[config.mk]
export PLATFORM = sky130hd
export DESIGN_NAME = mem_arbiter
export DESIGN_NICKNAME = d
export VERILOG_FILES = /design/src/rtl/mem_arbiter.sv
export SDC_FILE = /design/constraint.sdc
export NUM_CORES = 1
export LEC_CHECK = 0
export BUFFER_PORTS_ARGS = -buffer_cell sky130_fd_sc_hd__buf_2
export CAP_MARGIN = 20
export CORE_MARGIN = 1
export CORE_UTILIZATION = 45
export CTS_CLUSTER_DIAMETER = 30
export CTS_CLUSTER_SIZE = 25
export DETAILED_ROUTE_END_ITERATION = 10
export PLACE_DENSITY = 0.83
export REMOVE_ABC_BUFFERS = 1
export SYNTH_ARGS = -nofsm -noshare
export SYNTH_HDL_FRONTEND = slang
export SYNTH_SLANG_ARGS = --single-unit
[constraint.sdc]
create_clock -name Clk -period 3.6 [get_ports Clk]
set_input_delay 0.36 -clock Clk [delete_from_list [all_inputs] [get_ports Clk]]
set_output_delay 0.36 -clock Clk [all_outputs]
set_load 0.02 [all_outputs]
[src/rtl/mem_arbiter.sv]
// mem_arbiter -- two-port (cpu, dbg) arbiter in front of an asynchronous
// 16-bit SRAM with split data bus.
//
// Each requester raises *_req with we/addr/wdata and holds it until its
// one-cycle *_ack.  The winner's command is latched in IDLE.  The FSM then
// spends WAIT_CYCLES cycles in ACCESS driving the SRAM strobes, and one cycle
// in DONE pulsing the ack.  Read data is captured on the last ACCESS cycle.
//
// Optional feature: define MEM_ARB_ROUND_ROBIN_EN for round-robin arbitration
// on simultaneous requests.  When it is undefined, cpu has fixed priority.
//
// Ports
//   Clk, Reset                  clock, synchronous active-high reset
//   cpu_req/we/addr/wdata       cpu command inputs
//   dbg_req/we/addr/wdata       dbg command inputs
//   cpu_rdata, dbg_rdata        registered read data per requester
//   cpu_ack, dbg_ack            one-cycle completion pulses
//   ADDR                        SRAM address (holds last latched value)
//   Data_to_SRAM, data_oe       write data and its tristate enable (1 = drive)
//   Data_from_SRAM              read data from SRAM
//   Mem_CE/OE/WE/UB/LB          active-low SRAM strobes
//
// state  | meaning
// IDLE   | no transaction; arbitrate and latch the winning command
// ACCESS | SRAM strobes active for WAIT_CYCLES cycles
// DONE   | strobes released, ack pulsed to the granted requester

module mem_arbiter #(
  parameter int unsigned WAIT_CYCLES = 2
) (
  input  logic        Clk,
  input  logic        Reset,
  input  logic        cpu_req,
  input  logic        cpu_we,
  input  logic [19:0] cpu_addr,
  input  logic [15:0] cpu_wdata,
  input  logic        dbg_req,
  input  logic        dbg_we,
  input  logic [19:0] dbg_addr,
  input  logic [15:0] dbg_wdata,
  output logic [15:0] cpu_rdata,
  output logic [15:0] dbg_rdata,
  output logic        cpu_ack,
  output logic        dbg_ack,
  output logic [19:0] ADDR,
  output logic [15:0] Data_to_SRAM,
  input  logic [15:0] Data_from_SRAM,
  output logic        data_oe,
  output logic        Mem_CE,
  output logic        Mem_OE,
  output logic        Mem_WE,
  output logic        Mem_UB,
  output logic        Mem_LB
);

  localparam logic [3:0] CNT_LOAD = 4'(WAIT_CYCLES - 1);

  typedef enum logic [1:0] {
    IDLE   = 2'd0,
    ACCESS = 2'd1,
    DONE   = 2'd2
  } state_t;

  state_t      state_q, state_d;
  logic [3:0]  cnt_q, cnt_d;
  logic        grant_q, grant_d;   // 0 = cpu, 1 = dbg
  logic        we_q;
  logic [19:0] addr_q;
  logic [15:0] wdata_q;
  logic        pick;               // requester that would win this cycle
  logic        start;              // IDLE -> ACCESS this cycle
  logic        capture;            // last ACCESS cycle of a read
  logic        in_access;

`ifdef MEM_ARB_ROUND_ROBIN_EN
  logic        last_q;             // port granted most recently; 1 after reset so cpu wins first

  always_comb begin
    pick = 1'b0;
    if (cpu_req && dbg_req) pick = ~last_q;
    else                    pick = ~cpu_req;
  end

  always_ff @(posedge Clk) begin
    if (Reset)      last_q <= 1'b1;
    else if (start) last_q <= pick;
  end
`else
  // Fixed priority: dbg only wins when cpu is not asking.
  always_comb begin
    pick = ~cpu_req;
  end
`endif

  always_comb begin
    state_d = state_q;
    cnt_d   = cnt_q;
    grant_d = grant_q;
    start   = 1'b0;
    capture = 1'b0;
    case (state_q)
      IDLE: begin
        if (cpu_req || dbg_req) begin
          start   = 1'b1;
          grant_d = pick;
          cnt_d   = CNT_LOAD;
          state_d = ACCESS;
        end
      end
      ACCESS: begin
        if (cnt_q == 4'd0) begin
          capture = ~we_q;
          state_d = DONE;
        end else begin
          cnt_d = cnt_q - 4'd1;
        end
      end
      DONE:    state_d = IDLE;
      default: state_d = IDLE;
    endcase
  end

  always_ff @(posedge Clk) begin
    if (Reset) begin
      state_q <= IDLE;
      cnt_q   <= 4'd0;
      grant_q <= 1'b0;
    end else begin
      state_q <= state_d;
      cnt_q   <= cnt_d;
      grant_q <= grant_d;
    end
  end

  // Command latch: the granted port's inputs are ignored once ACCESS starts.
  always_ff @(posedge Clk) begin
    if (Reset) begin
      we_q    <= 1'b0;
      addr_q  <= 20'd0;
      wdata_q <= 16'd0;
    end else if (start) begin
      we_q    <= pick ? dbg_we    : cpu_we;
      addr_q  <= pick ? dbg_addr  : cpu_addr;
      wdata_q <= pick ? dbg_wdata : cpu_wdata;
    end
  end

  always_ff @(posedge Clk) begin
    if (Reset) begin
      cpu_rdata <= 16'd0;
      dbg_rdata <= 16'd0;
    end else if (capture) begin
      if (grant_q) dbg_rdata <= Data_from_SRAM;
      else         cpu_rdata <= Data_from_SRAM;
    end
  end

  // All SRAM-facing outputs decode from registered state only.
  assign in_access    = (state_q == ACCESS);
  assign Mem_CE       = ~in_access;
  assign Mem_UB       = ~in_access;
  assign Mem_LB       = ~in_access;
  assign Mem_OE       = ~(in_access & ~we_q);
  assign Mem_WE       = ~(in_access & we_q);
  assign data_oe      = in_access & we_q;
  assign ADDR         = addr_q;
  assign Data_to_SRAM = wdata_q;
  assign cpu_ack      = (state_q == DONE) & ~grant_q;
  assign dbg_ack      = (state_q == DONE) & grant_q;

endmodule

==> summary.md, run 1 <==
| Metric | Value |
|---|---|
| Outcome | `complete, no violations` |
| Starting density of the core | `47.5%` |
| Lkg Pwr | `0.00205 uW` |
| # setup viols final | `0` |
| DRT Wirelength | `10200 um` |
| Pint | `1510 uW` |
| Final std cells w/o fill | `617` |
| Initial DRC Count | `110` |
| Number of synthesized flops with an enable pin | `0` |
| Worst path slowest cell | `dfxtp_1` |
| Ant diodes | `0` |
| Total Negative Setup Slacks | `0 ps` |
| ANT nets after route | `0` |
| Switching Fraction | `36.2%` |
| Longest Clk Path Bufs | `2` |
| Fin nets | `609` |
| Final slew viol count | `0` |
| Die Wd | `90.2 um` |
| Reg clk slew, reported paths | `80 ps` |
| Share of layout cells above drive strength 1 | `40.0%` |
| Synth Cell Area | `3500 um^2` |
| H-tree depth | `3` |
| Cts bufs inserted | `9` |
| Critical Path AT | `1910 ps` |
| WHS Path Cells | `3` |
| Fill count | `661` |
| Synth area leader | `dfxtp_1` |
| Clock power frac | `27.2%` |
| Num rows | `31` |
| Mean Syn Cell Area | `9.40 um^2` |
| Top_reg_cell synth | `dfxtp_1` |
| GP Congestion | `0.783` |
| Logic pwr share | `31.1%` |
| Maximum VDD drop | `0.296 mV` |
| Flops & latches, synth | `76` |
| Vias per cell | `5.77` |
| Unrepaired setup endpoints after global routing | `false` |
| Critical Path Start Type | `flip-flop` |
| Vias in the first global route | `3417` |
| Placed cell area | `4340 um^2` |
| Seq/Total Area, Yosys | `43.5%` |
| Slew @ Worst Pin | `789 ps` |
| Port Buffer Count | `169` |
| Critical path type | `flip-flop to output pin` |
| Final Hold Viols | `0` |
| Fmax | `441 MHz` |
| WP buf/inv | `3` |
| Core Area | `7370 um^2` |
| FFs w/ async S/R, synth | `0%` |
| Synth top area share | `43.5%` |
| Die Y | `90.2 um` |
| Clock sinks | `76` |
| Cell Chain, Critical Path | `nor3b_4, buf_4, inv_2, buf_2` |
| Worst-Skew Late Latency | `340 ps` |
| Reg power frac | `41.7%` |
| Max_cap viols | `0` |
| CTS tree | `yes` |
| Layout area overhead | `29.7%` |
| Cell count after synthesis | `372` |
| Hold Buf Count CTS | `0` |
| Synth unique cells | `30` |
| DRC Markers | `0` |
| CP peak stage delay | `440 ps` |
| CP Max Fanout | `33` |
| Antenna violations before repair | `1` |
| Slew HR | `47.3%` |
| Tot GR Track Use | `24.7%` |
| R2R depth | `6` |
| Worst EP required | `3240 ps` |
| DR vias | `3559` |
| Psw | `854 uW` |
| Hold crit path type | `input port to flip-flop` |
| Clk_skew | `5.57 ps` |
| Final total power | `2360 uW` |
| Critical path's top delay family | `buffers and inverters` |
| TritonRoute pass-1 iters | `4` |
| Cells after DPL | `601` |
| Final Cell Area | `4530 um^2` |
| Root Buffer | `clkbuf_8` |
| DR WL/cell | `16.6 um` |
| Die area | `8130 um^2` |
| Largest net degree at the start of global routing | `41` |
| Post-CTS setup buffer count | `0` |
| DP HPWL | `6870 um` |
| Post-route clock period utilization | `63.1%` |
| Worst path depth | `4` |
| CP endpoint kind | `output pin` |
| Fin util | `61.5%` |
| First-pass GRT wire length | `16400 um` |
| Period minus WS final | `2270 ps` |
| Total gr overflow | `0` |
| PwrDens | `520 nW/um^2` |
| Number of synthesis warnings | `0` |
| Top cells by area, synth | `dfxtp_1 44%, mux2i_1 11%, a21oi_1 10%` |
| CTS resizes | `0` |
| IO Pins | `170` |
final timing paths:
| path | start | end | slack, ps |
|---|---|---|---|
| worst min register to register | dbg_rdata[0]$_SDFFE_PP0P_ | dbg_rdata[0]$_SDFFE_PP0P_ | 470 |
| worst max register to register | cnt_q[0]$_SDFFE_PP0P_ | cpu_rdata[14]$_SDFFE_PP0P_ | 1600 |
| worst min-delay path | Data_from_SRAM[14] | dbg_rdata[14]$_SDFFE_PP0P_ | 290 |
| worst max-delay path | state_q[0]$_SDFFE_PP0P_ | Mem_OE | 1330 |
Yosys cell counts, types with 2 or more instances:
cell	number
buf_4	4
clkbuf_1	27
a211oi_1	29
buf_6	2
o31ai_1	34
nand2_1	4
nor2b_1	3
ha_1	2
a211oi_2	9
mux2i_1	37
a21oi_1	72
nor3b_1	2
nor3_1	3
dfxtp_1	76
buf_2	15
nor2_1	2
inv_1	6
nand4_1	33
cell type report:
class / count / area [um^2] / area share (%)
tap: 99 / 124 / 2.73
sequential: 76 / 1520 / 33.6
inverter: 7 / 26.3 / 0.579
clock inverter: 6 / 65.1 / 1.43
clock buffer: 10 / 128 / 2.81
multi-input combinational: 241 / 1730 / 38.1
timing repair buffer: 178 / 941 / 20.8
routing by layer:
| metal | global-route usage [%] | routed length, um | vias to the layer above |
|---|---|---|---|
| met4 | 10.5 | 174 | 2 |
| met5 | 0 | 13 | - |
| met1 | 30.5 | 4250 | 1673 |
| met2 | 40.1 | 4920 | 163 |
| met3 | 7.11 | 866 | 16 |
| li1 | - | - | 1705 |
stage by stage:
stage	setup WS [ps]	hold WS, ps
finish	1330	294
CTS	1330	277
floorplan	1180	425
global placement	1450	449
global route	1180	285
detailed placement	1630	460
power by group through the flow:
stage                     Combinational, uW  Clock (uW)  Sequential (uW)
after floorplan                         319           0             1100
after global placement                  682           0              995
after detailed placement                733           0             1000
after CTS                               734         656              982
after global routing                    791         692              993
final                                   735         642              983
placed cells by master (no fill, tap or decap), drive strengths merged, types with 2 or more instances in the layout:
master,n
buf,178
dfxtp,76
a21oi,72
a211oi,38
mux2i,37
o31ai,34
nand4,33
clkbuf,10
inv,7
nand2,4
nor3b,4
clkinv,4
nor2b,3
nor3,3
ha,2
nor2,2
sequential cells by signal, indices dropped and copies added, names as in the netlist:
register / cells
cpu_rdata: 16
Data_to_SRAM: 16
ADDR: 20
cnt_q: 4
we_q: 1
dbg_rdata: 16
grant_q: 1
state_q: 2
cell families after synthesis:
family / Yosys count / synth area share [%]
compound gates: 147 / 27.7
flops: 76 / 43.5
buf+inv: 55 / 7.30
simple gates: 55 / 10.2
mux: 37 / 10.6
fa+ha+maj: 2 / 0.715
worst reg2reg max path: cells and delay by family, from the launching register on:
kind,cells,cell delay (ps)
buffers and inverters,2,390
AOI/OAI and AO/OA,2,340
DFF,1,320
and+or+nand+nor,1,610
adders and majority gates,1,190
Power figures use the tool's default switching activity.
==> run 2, diff against run 1 <==
--- a/config.mk
+++ b/config.mk
@@ -8,11 +8,11 @@
 export BUFFER_PORTS_ARGS = -buffer_cell sky130_fd_sc_hd__buf_2
 export CAP_MARGIN = 20
 export CORE_MARGIN = 1
-export CORE_UTILIZATION = 45
+export CORE_UTILIZATION = 42
 export CTS_CLUSTER_DIAMETER = 30
 export CTS_CLUSTER_SIZE = 25
 export DETAILED_ROUTE_END_ITERATION = 10
-export PLACE_DENSITY = 0.83
+export PLACE_DENSITY = 0.82
 export REMOVE_ABC_BUFFERS = 1
 export SYNTH_ARGS = -nofsm -noshare
 export SYNTH_HDL_FRONTEND = slang
==> constraint.sdc (replaced) <==
create_clock -name Clk -period 2.05 [get_ports Clk]
set_input_delay 0.205 -clock Clk [delete_from_list [all_inputs] [get_ports Clk]]
set_output_delay 0.205 -clock Clk [all_outputs]
set_load 0.02 [all_outputs]
==> summary.md, run 2 (synthesis results as in run 1) <==
| Metric | Value |
|---|---|
| GP Congestion | `0.824` |
| Final total power | `4100 uW` |
| CTS tree | `yes` |
| Slew @ Worst Pin | `574 ps` |
| Final Hold Viols | `0` |
| Tot GR Track Use | `22.9%` |
| Largest net degree at the start of global routing | `40` |
| Cell Chain, Critical Path | `nor3b_4, inv_2, buf_2` |
| Final WS setup | `232 ps` |
| DRC Markers | `0` |
| Critical path type | `flip-flop to output pin` |
| CP peak stage delay | `430 ps` |
| Layout area overhead | `30.5%` |
| # setup viols final | `0` |
| Worst path slowest cell | `inv_2` |
| DRT Wirelength | `9980 um` |
| Vias in the first global route | `3302` |
| DR vias | `3553` |
| Post-route clock period utilization | `88.7%` |
| Die area | `8700 um^2` |
| Port Buffer Count | `169` |
| Root Buffer | `clkbuf_8` |
| Fill count | `699` |
| Clk_skew | `6.86 ps` |
| Die Wd | `93.3 um` |
| DP HPWL | `6730 um` |
| Post-CTS setup buffer count | `0` |
| Die Y | `93.3 um` |
| Share of layout cells above drive strength 1 | `40.4%` |
| Unrepaired setup endpoints after global routing | `false` |
| TritonRoute pass-1 iters | `5` |
| Longest Clk Path Bufs | `2` |
| Worst EP required | `1850 ps` |
| Critical Path AT | `1610 ps` |
| IO Pins | `170` |
| CTS resizes | `0` |
| Cts bufs inserted | `9` |
| Hold Buf Count CTS | `0` |
| Outcome | `complete, no violations` |
| Final slew viol count | `0` |
| Worst-Skew Late Latency | `340 ps` |
| Max reg flops | `20` |
| Hold Worst Slack | `131 ps` |
| Vias per cell | `5.70` |
| Core Area | `7890 um^2` |
| H-tree depth | `3` |
| Initial DRC Count | `115` |
| Commonest non-fill, non-tap cell in the layout | `buf_2` |
| Period minus WS final | `1820 ps` |
| Dpl ws | `277 ps` |
| CP Max Fanout | `33` |
| Lkg Pwr | `0.00206 uW` |
| First-pass GRT wire length | `15800 um` |
| Reg clk slew, reported paths | `80 ps` |
| DR WL/cell | `16.0 um` |
| Maximum VDD drop | `0.484 mV` |
| Starting density of the core | `44.3%` |
| ANT nets after route | `0` |
| PwrDens | `899 nW/um^2` |
| Fin nets | `611` |
| Clock sinks | `76` |
| Most frequent cells in the layout | `169 x buf_2, 76 x dfxtp_1, 72 x a21oi_1, 37 x mux2i_1, 34 x o31ai_1` |
| Antenna violations before repair | `1` |
| Total gr overflow | `0` |
| Max_cap viols | `0` |
| Critical Path Start Type | `flip-flop` |
| Hold crit path type | `input port to flip-flop` |
| Num rows | `32` |
| Fmax | `550 MHz` |
| Slew HR | `61.6%` |
| CP endpoint kind | `output pin` |
## run 2: area by class of cell
cell class | instances | area [um^2] | area share, %
diodes | 1 | 2.50 | 0.0548
clock buffers | 9 | 124 | 2.71
clock inverters | 7 | 67.6 | 1.48
inverters | 7 | 26.3 | 0.576
multi-input cells | 241 | 1730 | 37.9
flip-flops and latches | 76 | 1520 | 33.3
well taps | 102 | 128 | 2.80
repair buffers | 180 | 966 | 21.2
## run 2: path summary, 6_finish.rpt
kind                                endpoint  depth (start not counted)                  startpoint  slack (ps)
hold / removal    cpu_rdata[15]$_SDFFE_PP0P_                          3          Data_from_SRAM[15]         130
setup / recovery                      Mem_OE                          3     state_q[0]$_SDFFE_PP0P_         230
setup reg to reg  dbg_rdata[12]$_SDFFE_PP0P_                          6       cnt_q[0]$_SDFFE_PP0P_         250
hold reg to reg   dbg_rdata[14]$_SDFFE_PP0P_                          2  dbg_rdata[14]$_SDFFE_PP0P_         470
## run 2: power by group
part / leakage, uW / internal (uW) / total, uW / switching, uW
Combinational: 0.00134 / 431 / 1260 / 830
Sequential: 0.000624 / 1630 / 1730 / 97.3
Clock: 0.0000910 / 555 / 1110 / 557
## run 2: metal layers
| layer | vias up | GRT usage, % | part of all wire (%) |
|---|---|---|---|
| met5 | - | 0 | 0 |
| met4 | 0 | 9.74 | 1.4 |
| met3 | 13 | 7.72 | 8.8 |
| met2 | 157 | 34.9 | 47 |
| met1 | 1663 | 29.3 | 43 |
| li1 | 1720 | - | - |
## run 2: stage by stage
| stage | util, % | instance area, um^2 | cells | setup TNS, ps |
|---|---|---|---|---|
| 3_3_place_gp | 55.4 | 4370 | 606 | 0 |
| 2_1_floorplan | - | 3270 | 324 | -14950 |
| 6_report | 57.9 | 4560 | 623 | 0 |
| 5_1_grt | 57.9 | 4560 | 623 | 0 |
| 3_5_place_dp | 55.4 | 4370 | 606 | 0 |
| 4_1_cts | 57.8 | 4560 | 622 | 0 |
## run 2: critical path: cells and delay by family, from the launching register on
kind	cells	cell delay, ps
buffers and inverters	2	700
DFF	1	370
and+or+nand+nor	1	180
==> run 3, diff against run 2 <==
==> config.mk (replaced) <==
export PLATFORM = sky130hd
export DESIGN_NAME = mem_arbiter
export DESIGN_NICKNAME = d
export VERILOG_FILES = /design/src/rtl/mem_arbiter.sv
export SDC_FILE = /design/constraint.sdc
export NUM_CORES = 1
export LEC_CHECK = 0
export CAP_MARGIN = 20
export CORE_MARGIN = 1
export CORE_UTILIZATION = 30
export CTS_CLUSTER_DIAMETER = 30
export CTS_CLUSTER_SIZE = 25
export DETAILED_ROUTE_END_ITERATION = 10
export DONT_BUFFER_PORTS = 1
export PLACE_DENSITY = 0.5
export REMOVE_ABC_BUFFERS = 1
export SETUP_SLACK_MARGIN = 0.15
export SYNTH_ARGS = -nofsm -noshare
export SYNTH_HDL_FRONTEND = slang
export SYNTH_SLANG_ARGS = --single-unit
==> summary.md, run 3 (synthesis results as in run 1) <==
| Metric | Value |
|---|---|
| Fin nets | `445` |
| Clock power frac | `38.2%` |
| GP Congestion | `0.732` |
| Critical path's top delay family | `simple AND/OR/NAND/NOR gates` |
| Root Buffer | `clkbuf_16` |
| Final WS setup | `314 ps` |
| Ant diodes | `0` |
| Fmax | `576 MHz` |
| ANT nets after route | `0` |
| Dpl ws | `312 ps` |
| DRC Markers | `0` |
| Slew @ Worst Pin | `500 ps` |
| Max_cap viols | `0` |
| Period minus WS final | `1740 ps` |
| First-pass GRT wire length | `14500 um` |
| Commonest non-fill, non-tap cell in the layout | `dfxtp_1` |
| Placed cell area | `3560 um^2` |
| CTS tree | `yes` |
| Hold path startpoint | `Data_from_SRAM[15]` |
| Critical path type | `flip-flop to output pin` |
| Critical Path Start | `state_q[0]$_SDFFE_PP0P_` |
| Hold crit path type | `input port to flip-flop` |
| Worst path slowest cell | `dfxtp_1` |
| Unrepaired setup endpoints after global routing | `false` |
| Logic pwr share | `19.1%` |
| Slew HR | `66.6%` |
| Post-route clock period utilization | `84.7%` |
| Core Area | `11400 um^2` |
| Switching Fraction | `32.2%` |
| WP buf/inv | `1` |
| Port Buffer Count | `0` |
| Starting density of the core | `30.8%` |
| Outcome | `complete, no violations` |
| CP Max Fanout | `7` |
| Psw | `1450 uW` |
| Layout area overhead | `12.5%` |
| Final total power | `4510 uW` |
| Pint | `3060 uW` |
| DP HPWL | `6110 um` |
| Cells after DPL | `479` |
| R2R Path Start | `cnt_q[0]$_SDFFE_PP0P_` |
| Clock sinks | `76` |
| PwrDens | `1150 nW/um^2` |
| Largest net degree at the start of global routing | `74` |
| Worst EP required | `1850 ps` |
| Final Cell Area | `3930 um^2` |
| Total Negative Setup Slacks | `0 ps` |
| Vias in the first global route | `2793` |
| CP endpoint kind | `output pin` |
| DR vias | `2892` |
| CP peak stage delay | `460 ps` |
| Maximum VDD drop | `0.448 mV` |
| Antenna violations before repair | `0` |
| Initial DRC Count | `129` |
| Final Hold Viols | `0` |
| Cts bufs inserted | `9` |
| TritonRoute pass-1 iters | `6` |
| Reg clk slew, reported paths | `60 ps` |
| DR WL/cell | `19.5 um` |
| Cell Chain, Critical Path | `nor2b_2, nand2_1, inv_1` |
| Most frequent cells in the layout | `76 x dfxtp_1, 72 x a21oi_1, 37 x mux2i_1, 34 x o31ai_1, 33 x nand4_1` |
| Reg power frac | `42.7%` |
| IO Pins | `170` |
| Max reg flops | `20` |
| Final std cells w/o fill | `496` |
| Die Wd | `110 um` |
| Fill count | `1162` |
| # setup viols final | `0` |
| Critical Path AT | `1530 ps` |
| DRT Wirelength | `9690 um` |
| Lkg Pwr | `0.00139 uW` |
| Die area | `12100 um^2` |
| Clk_skew | `5.74 ps` |
| Share of layout cells above drive strength 1 | `12.5%` |
| Final slew viol count | `0` |
| Tot GR Track Use | `16.0%` |
| Total gr overflow | `0` |
| Longest Clk Path Bufs | `2` |
| Die Y | `110 um` |
| Worst-Skew Late Latency | `330 ps` |
| Critical Path Start Type | `flip-flop` |
| H-tree depth | `3` |
| Vias per cell | `5.83` |
| Num rows | `39` |
==> run 3: cell types whose count changed in the layout (fill, tap and decap cells not counted), sizes merged <==
cell         delta
diode           -1
clkinv          -2
clkinvlp        -2
buf           -167
bufinv          +1
dlygate4sd3     +1
clkbuf          +2
==> run 3: power groups by stage <==
stage	clock [uW]	combinational, uW	sequential (uW)
after floorplan	0	560	1930
after global placement	0	811	1960
after detailed placement	0	833	1960
after CTS	1780	865	1930
after global routing	1830	961	1950
final	1720	862	1930
==> run 3: metal layers <==
metal / routed length [um] / GRT usage [%]
met1: 3990 / 18.6
met2: 4320 / 24.8
met3: 1220 / 7.17
met4: 167 / 7.81
met5: 0 / 0
==> run 3: stage by stage <==
step | hold WS, ps | utilization [%]
global route | 16.6 | 34.6
floorplan | 270 | -
global placement | 285 | 31.3
finish | 20.7 | 34.6
detailed placement | 289 | 31.3
CTS | 3.24 | 34.5
==> run 3: worst paths after layout <==
path / endpoint / slack [ps] / cells past startpoint
min reg2reg: cnt_q[1]$_SDFFE_PP0P_ / 550 / 1
min: cpu_rdata[15]$_SDFFE_PP0P_ / 20 / 2
max reg2reg: cpu_rdata[9]$_SDFFE_PP0P_ / 380 / 6
max: data_oe / 310 / 3
==> run 3: cell type report <==
cell class | instances | area, um^2 | share of cell area [%]
repair buffers | 14 | 140 | 3.56
multi-input cells | 241 | 1740 | 44.2
clock inverters | 4 | 72.6 | 1.84
clock buffers | 11 | 253 | 6.42
inverters | 7 | 28.8 | 0.732
well taps | 143 | 179 | 4.55
flip-flops and latches | 76 | 1520 | 38.7
==> run 3: repair_timing <==
| item | in CTS | in global routing |
|---|---|---|
| endpoints found under the hold margin | 73 | 0 |
| endpoints found under the setup margin | 0 | 6 |
| hold buffers | 2 | 0 |
| setup buffers | 0 | 0 |
| gates resized for setup | 0 | 4 |
